### config.mk
export PLATFORM = sky130hd
export DESIGN_NAME = imem_loader
export DESIGN_NICKNAME = d
export VERILOG_FILES = /design/src/rtl/imem_loader.sv
export SDC_FILE = /design/constraint.sdc
export NUM_CORES = 1
export LEC_CHECK = 0
export ABC_AREA = 0
export ABC_CLOCK_PERIOD_IN_PS = 2580
export CAP_MARGIN = 20
export CORE_MARGIN = 1.5
export CORE_UTILIZATION = 40
export DETAILED_ROUTE_END_ITERATION = 6
export PLACE_DENSITY = 0.68
export RECOVER_POWER = 25
export SLEW_MARGIN = 25
export SYNTH_ARGS = -nofsm -noshare
export SYNTH_HDL_FRONTEND = slang
export SYNTH_SLANG_ARGS = --single-unit
### constraint.sdc
create_clock -name clk -period 2.58 [get_ports clk]
set_input_delay 0.516 -clock clk [delete_from_list [all_inputs] [get_ports clk]]
set_output_delay 0.516 -clock clk [all_outputs]
set_load 0.1 [all_outputs]
### src/rtl/imem_loader.sv
// Byte-stream program loader: assembles big-endian words from a valid/ready
// stream and writes them into instruction memory, holding the CPU in reset until done.
module imem_loader #(
    parameter int ADDR_W = 11,
    parameter int LEN_W  = 16
) (
    input  logic              clk,
    input  logic              reset_n,
    input  logic              start,
    input  logic              in_valid,
    input  logic [7:0]        in_data,
    output logic              in_ready,
    output logic              mem_we,
    output logic [ADDR_W-1:0] mem_addr,
    output logic [31:0]       mem_wdata,
    output logic              busy,
    output logic              done,
    output logic              error,
    output logic [LEN_W-1:0]  words_written,
    output logic              cpu_hold
);

    // state | meaning
    // IDLE  | out of reset, waiting for start
    // HDR0  | waiting for word-count high byte
    // HDR1  | waiting for word-count low byte
    // DATA  | collecting the 4 bytes of the next word
    // WRITE | one-cycle memory write pulse
    // DONE  | image complete, CPU released
    // ERR   | image rejected (too long), CPU held

    localparam int DEPTH = 2 ** ADDR_W;

    typedef enum logic [2:0] {
        S_IDLE,
        S_HDR0,
        S_HDR1,
        S_DATA,
        S_WRITE,
        S_DONE,
        S_ERR
    } state_t;

    state_t            state;
    logic [7:0]        len_hi;
    logic [LEN_W-1:0]  len;
    logic [23:0]       asm_q;
    logic [1:0]        byte_idx;

    logic              accept;
    logic [LEN_W-1:0]  hdr_len;
    logic              hdr_too_long;
    logic [LEN_W-1:0]  ww_next;
    logic              can_start;

    assign accept       = in_valid && in_ready;
    assign hdr_len      = LEN_W'({len_hi, in_data});
    assign hdr_too_long = 32'(hdr_len) > DEPTH;
    assign ww_next      = words_written + LEN_W'(1);
    assign can_start    = (state == S_IDLE) || (state == S_DONE) || (state == S_ERR);

    always_ff @(posedge clk or negedge reset_n) begin
        if (!reset_n) begin
            state         <= S_IDLE;
            len_hi        <= '0;
            len           <= '0;
            asm_q         <= '0;
            byte_idx      <= '0;
            in_ready      <= 1'b0;
            mem_we        <= 1'b0;
            mem_addr      <= '0;
            mem_wdata     <= '0;
            busy          <= 1'b0;
            done          <= 1'b0;
            error         <= 1'b0;
            words_written <= '0;
            cpu_hold      <= 1'b1;
        end else begin
            mem_we <= 1'b0;
            case (state)
                S_IDLE, S_DONE, S_ERR: begin
                    if (can_start && start) begin
                        state         <= S_HDR0;
                        in_ready      <= 1'b1;
                        busy          <= 1'b1;
                        done          <= 1'b0;
                        error         <= 1'b0;
                        words_written <= '0;
                        mem_addr      <= '0;
                        byte_idx      <= '0;
                        cpu_hold      <= 1'b1;
                    end
                end
                S_HDR0: begin
                    if (accept) begin
                        len_hi <= in_data;
                        state  <= S_HDR1;
                    end
                end
                S_HDR1: begin
                    if (accept) begin
                        len <= hdr_len;
                        if (hdr_len == '0) begin
                            state    <= S_DONE;
                            in_ready <= 1'b0;
                            busy     <= 1'b0;
                            done     <= 1'b1;
                            cpu_hold <= 1'b0;
                        end else if (hdr_too_long) begin
                            state    <= S_ERR;
                            in_ready <= 1'b0;
                            busy     <= 1'b0;
                            error    <= 1'b1;
                        end else begin
                            state <= S_DATA;
                        end
                    end
                end
                S_DATA: begin
                    if (accept) begin
                        asm_q    <= {asm_q[15:0], in_data};
                        byte_idx <= byte_idx + 2'd1;
                        if (byte_idx == 2'd3) begin
                            mem_wdata <= {asm_q, in_data};
                            mem_we    <= 1'b1;
                            in_ready  <= 1'b0;
                            state     <= S_WRITE;
                        end
                    end
                end
                S_WRITE: begin
                    // Address/count advance after the pulse so they stay stable during it.
                    mem_addr      <= mem_addr + 1'b1;
                    words_written <= ww_next;
                    if (ww_next == len) begin
                        state    <= S_DONE;
                        busy     <= 1'b0;
                        done     <= 1'b1;
                        cpu_hold <= 1'b0;
                    end else begin
                        state    <= S_DATA;
                        in_ready <= 1'b1;
                    end
                end
                default: begin
                    state    <= S_IDLE;
                    in_ready <= 1'b0;
                    busy     <= 1'b0;
                end
            endcase
        end
    end

endmodule

==> impl_metrics.toml <==
[global_route]
grt_pass1_wl_um = 21310
antenna_found_initial = 0
grt_usage_pct = 18.61
gr-total-overflow = 0
grt_pass1_vias = 4114
grt_max_degree = 70

[place]
place.gp.congestion = 0.9200
dp_hpwl_um = 8987
io_buffers = 76

[floorplan]
die-area_mm2 = 0.01484
die_w_um = 121.8
initial_core_util_pct = 40.84
pin_count = 77
core_mm2 = 0.01383
placementRows = 43
die_y_um = 121.8

[run]
max_cap_viol_count = 1

[synthesis]
yosys_warnings = 0
syn-num-nets = 528
async_reset_ff_share_pct = 100.0
synth_flop_cell = "dfrtp_1"
seq_area_frac_synth_pct = 52.32
yosys.area.top_type = "dfrtp_1"
synth_area_mm2 = 0.005647
synth_edf_count = 0
avgSynthCellArea_um2 = 11.01
ys_seq_elements = 118
synthCells = 513
synthDistinctLibCells = 66
synth_area_leaders = "dfrtp_1 52%, mux2_2 13%, nand2_1 5.5%"
synth.top_cell.area_share_pct = 51.85

[routing]
vias = 4266
drt-wirelength-per-cell_um = 16.43
ant_nets = 0
wl_um = 13060
drtIter0Drc = 315
dr.pass1.iters = 5
via_per_inst = 5.366
drc_errors = 0

[layout]
drive_gt1_share_pct = 34.47
synthToLayoutAreaGrowth_pct = 25.44
diodes = 0
fin_nets = 617

[outcome]
status = "complete, but fails checks"
violations = "max-capacitance violations, max-slew violations"

[clocking]
clk_pin_slew_ns = 0.06
cts.htree.levels = 4
clockBufferDepth = 2
clk_latency_ns = 0.42
cts_tree = "done"
cts.sinks = 118
ctsRootBufferMaster = "clkbuf_16"
cts_buffers = 17

[setup_path]
worstPathArrival_ns = 2.56
critPathKind = "flop to flop"
reg2regPathDepth = 7
required_ns = 2.87
regToRegSetupSlack_ns = 0.31
r2r_start = "words_written[0]$_DFFE_PN0P_"
r2r_end = "done$_DFFE_PN0P_"
crit_fanout = 6
worst_setup_path_start_kind = "flop"
critPathLaunch = "words_written[0]$_DFFE_PN0P_"
worstSetupEndpointType = "flop"
crit_end = "done$_DFFE_PN0P_"

[power_and_ir_drop]
peakVddDrop_v = 0.0005306
power_per_cell_area_mw_per_mm2 = 1167
total_power_w = 0.008269
power_leakage_nw = 3.325

[worst_hold_path]
min-delay-path-class = "primary input to async pin"

[sta]
fin_hold_ws_ns = 0.4687
fin_worst_skew_ns = 0.01029
max_freq_ghz = 0.4404
tightest_slew_ns = 1.540
fin_crit_sh_pct = 88.00
slew_violations = 26
slew_headroom_pct = -2.645
final.min_clock_period_ns = 2.270
hold_viol = 0
grt_setup_unrepaired = "false"
finalSetupViolCount = 0
-- cells in the final DEF (no fill, tap or decap), types with 5 or more instances in the layout --
cell / netlist / layout
dfrtp_2: 0 / 11
clkdlybuf4s50_1: 0 / 10
dfrtp_1: 117 / 106
xor2_1: 10 / 10
a21oi_1: 8 / 8
nand4_1: 7 / 7
nand3_1: 18 / 18
buf_4: 1 / 84
clkbuf_16: 0 / 17
nand2b_1: 8 / 8
and3_1: 5 / 5
nor4_1: 6 / 6
nor2_1: 22 / 22
o21ai_0: 39 / 39
xnor2_1: 11 / 11
nand2_1: 83 / 83
inv_1: 7 / 7
mux2_2: 65 / 65
o211ai_1: 5 / 5
-- routing by layer --
metal / share of wire [%] / vias up / GRT usage [%]
met1: 45 / 2137 / 24.70
met2: 49 / 97 / 29.25
met5: 0 / - / 0
met3: 4.1 / 17 / 4.354
met4: 1.8 / 0 / 7.941
li1: - / 2015 / -
-- critical path: stages (launching register included) --
cell,delay (ns)
dfrtp_2,0.43
ha_1,0.30
nand3_1,0.23
o21ai_0,0.23
mux2_2,0.38
o211ai_4,0.13
nor3b_1,0.11
a221o_1,0.33
-- kinds of logic after synthesis --
group	after synthesis	share of synthesized area, %
simple gates	181	16.49
flops	118	52.32
compound gates	90	10.84
mux	66	13.14
buf+inv	34	3.302
xor+xnor	21	3.257
fa+ha+maj	3	0.6648
-- area by class of cell --
class | instances | area (um^2)
Tap cell | 180 | 225.2
Fill cell | 1187 | 6744
Inverter | 7 | 26.28
Sequential cell | 118 | 2968
Timing Repair Buffer | 97 | 759.5
Multi-Input combinational cell | 361 | 2506
Clock buffer | 19 | 452.9
Clock inverter | 13 | 145.1
-- timing repair --
item | CTS | global route
endpoints found under the setup margin | 0 | 5
resized for setup | 0 | 0
buffers inserted | 0 | 1
hold buffers | 0 | 0
-- power breakdown --
group | switching [W] | total (W) | internal [W]
Sequential | 0.000507 | 0.00289 | 0.00239
Clock | 0.000894 | 0.00237 | 0.00148
Combinational | 0.00196 | 0.00300 | 0.00104
-- cells in the mapped netlist, types with 3 or more instances --
master    count
nor3_1        4
a21oi_1       8
nor4_1        6
buf_6         6
nand3b_1      3
o31ai_1       4
xor2_1       10
nand2_1      83
o21ai_0      39
ha_1          3
clkbuf_1     10
nor2_1       22
a31oi_1       4
and3_1        5
nand3_1      18
nand2b_1      8
dfrtp_1     117
inv_1         7
a211oi_1      3
o211ai_1      5
xnor2_1      11
and2_1        3
nand4_1       7
a211o_1       3
o41ai_1       4
buf_2         8
mux2_2       65
-- metrics by stage --
stage	util, %	setup slack, ns	setup TNS [ns]	cell area, um^2	cells
3_3_place_gp	46.89	-0.02251	-0.02251	6484	762
3_5_place_dp	46.89	-0.04146	-0.1022	6484	762
4_1_cts	51.22	0.1939	0	7082	794
6_report	51.23	0.3096	0	7083	795
5_1_grt	51.23	0.09711	0	7083	795
2_1_floorplan	-	0.02873	0	5660	513
-- registers in the layout (all words and copies together) (netlist names), 2 cells and up --
name and flops:
asm_q 24, words_written 16, mem_wdata 32, state 3
len_hi 8, mem_addr 11, byte_idx 2, len 16
-- worst min-delay path by stage --
stage / start / endpoint
floorplan: reset_n / asm_q[0]$_DFFE_PN0P_
global placement: reset_n / words_written[10]$_DFFE_PN0P_
detailed placement: reset_n / words_written[10]$_DFFE_PN0P_
CTS: reset_n / words_written[7]$_DFFE_PN0P_
global route: asm_q[22]$_DFFE_PN0P_ / asm_q[22]$_DFFE_PN0P_
finish: reset_n / words_written[10]$_DFFE_PN0P_
No activity file was read; power rests on OpenSTA's default activity.
==> variant, RTL diff (config.mk and constraints unchanged) <==
Put one more register stage on the output `error`, without a reset. The value now appears one clock later. The other outputs are not delayed to match.
--- a/src/rtl/imem_loader.sv
+++ b/src/rtl/imem_loader.sv
@@ -41,6 +41,8 @@
         S_ERR
     } state_t;
 
+    logic error_s0;
+
     state_t            state;
     logic [7:0]        len_hi;
     logic [LEN_W-1:0]  len;
@@ -72,7 +74,7 @@
             mem_wdata     <= '0;
             busy          <= 1'b0;
             done          <= 1'b0;
-            error         <= 1'b0;
+            error_s0      <= 1'b0;
             words_written <= '0;
             cpu_hold      <= 1'b1;
         end else begin
@@ -84,7 +86,7 @@
                         in_ready      <= 1'b1;
                         busy          <= 1'b1;
                         done          <= 1'b0;
-                        error         <= 1'b0;
+                        error_s0      <= 1'b0;
                         words_written <= '0;
                         mem_addr      <= '0;
                         byte_idx      <= '0;
@@ -110,7 +112,7 @@
                             state    <= S_ERR;
                             in_ready <= 1'b0;
                             busy     <= 1'b0;
-                            error    <= 1'b1;
+                            error_s0 <= 1'b1;
                         end else begin
                             state <= S_DATA;
                         end
@@ -151,5 +153,9 @@
         end
     end
 
+    always_ff @(posedge clk) begin
+        error <= error_s0;
+    end
+
 endmodule
 
Formal check against the unedited RTL: not equivalent (a bounded check fails within 4 cycles, from zero or initial values and one cycle with reset_n low).
==> variant against the unedited design <==
- sequential cell count grew 1
- area after synthesis fell by 1.3%
- routed wire length grew 0.20%
- setup slack lost 0.086 ns
- final area is 0.74% higher
- critical endpoint is now state[1]$_DFFE_PN0P_
- highest routed layer unchanged
Power is not compared: it rests on default switching activity, and its combinational part moved more than twofold at a synthesized area within 25%.
==> variant: results (changes against the unedited design) <==
outcome complete, no violations; Hold Crit Class primary input to asynchronous set/reset pin; post-synth net total 553 (+4.7%); top sig layer met4; Slew @ Worst Pin 1.32 ns (-0.223 ns); post-placement cell count 796 (+4.5%); share of layout cells above drive strength 1 0.255 (-0.0901); Top delay family on crit path simple AND/OR/NAND/NOR gates; final antenna diode count 0 (unchanged); TritonCTS Buffers 17 (unchanged); crit path max fanout 7 (+1); largest net degree at the start of global routing 54 (-23%); reg-to-reg startpoint words_written[0]$_DFFE_PN0P_; slowest stage delay, CP 0.46 ns (+0.03 ns); port bufs 76 (unchanged); worst-path cell with the longest stage delay dfrtp_4; synth warn 0 (unchanged); Seq/Total Area, Yosys 0.533 (+0.0103); routed length on met3 411 um (-23%); DRT Pass-1 Iters 4 (-1); routability cong. 0.861 (-6.4%); vias in the first global route 4371 (+6.2%); Synth async-reset ratio 0.992 (-0.00840); # nets final 654 (+6.0%); CTS root buf clkbuf_16; crit path DAT 2.64 ns (+0.08 ns); met1 Resource Use GR 0.244 (-0.00284); Worst Skew 0.00510 ns (-0.00519 ns); global-route wire length before repair 21700 um (+1.9%); global route total overflow 0 (unchanged); total routed wirelength 13100 um (+0.20%); Worst VDD drop 0.000391 V; placed inst area 6550 um2 (+0.95%); M3 GR Usage 0.0376 (-0.00595); Met2 Routed Length 6590 um (+2.5%); Largest regs mem_wdata: 32 flops, asm_q: 24 flops; met1 wire length 5880 um (+0.43%); setup bufs post-CTS 0 (unchanged); reg-to-reg setup timing slack 0.22 ns (-0.09 ns); Area contributors post-synth dfrtp_1 (53%), mux2_1 (9.1%), nand2_1 (7.3%); GR Util All Layers 0.189 (+0.00253); Syn Inst Count 538 (+4.9%); most instantiated cells after synthesis dfrtp_1 (117), nand2_1 (108), mux2_1 (45); Unique masters post-synth 58 (-12%); DR WL/cell 15.8 um (-3.8%); DPL Wire Length 9050 um (+0.74%); 1st-iter DRT viols 237 (-25%); Leak 0.00358 uW; R2R depth 9 (+2); Worst-path clk slew 0.06 ns (about the same); H-tree depth 4 (unchanged); CP Capture Point state[1]$_DFFE_PN0P_; met2 global-route usage 0.314 (+0.0211); Via density 5.32 (-0.90%); clock latency on the worst-skew pair 0.41 ns; initial antenna violation count 0 (unchanged)
[variant: cell types whose count changed after synthesis, moves of 10 or more]
| cell | before | now |
|---|---|---|
| mux2_2 | 65 | 11 |
| mux2_1 | 0 | 45 |
| o21ai_1 | 1 | 34 |
| o21ai_0 | 39 | 13 |
| nand2_1 | 83 | 108 |
| nor2_1 | 22 | 32 |
[variant: area by class of cell]
| type | count | area [um2] |
|---|---|---|
| Clock inverter | 15 | 169 |
| Tap cell | 176 | 220 |
| Fill cell | 1167 | 6260 |
| Multi-Input combinational cell | 385 | 2470 |
| Sequential cell | 119 | 2990 |
| Clock buffer | 17 | 425 |
| Inverter | 6 | 22.5 |
| Timing Repair Buffer | 110 | 841 |
[variant: kinds of logic (layout without fill, tap and decap cells)]
kind of cell	Yosys count	count (layout)	share of synthesized area
AND/OR/NAND/NOR	205	205	0.175
flip-flops	119	119	0.533
AO/OA/AOI/OAI	94	94	0.103
multiplexers	58	58	0.117
buffers and inverters	34	148	0.0258
XOR/XNOR	25	25	0.0393
adder cells (fa/ha/maj)	3	3	0.00673
[variant: what timing repair did]
item                                    4_1_cts  5_1_grt
endpoints found under the setup margin        0        6
endpoints found under the hold margin         0        0
resized for setup                             0        2
hold buffers                                  0        0
[variant: metrics by stage]
step	setup WS (ns)	hold slack (ns)	total power (uW)	utilization
finish	0.224	0.387	4360	0.532
global route	0.0768	0.404	4510	0.532
CTS	0.131	0.172	4400	0.533
detailed placement	0.134	0.372	2030	0.488
global placement	0.150	0.364	2030	0.488
floorplan	0.00429	0.220	1940	-
[variant: power breakdown]
part	leakage, uW	internal [uW]	switching, uW
registers	0.00150	1870	3.19
clock network	0.000295	1450	913
logic	0.00178	38.3	84.7
total	0.00358	3350	1000
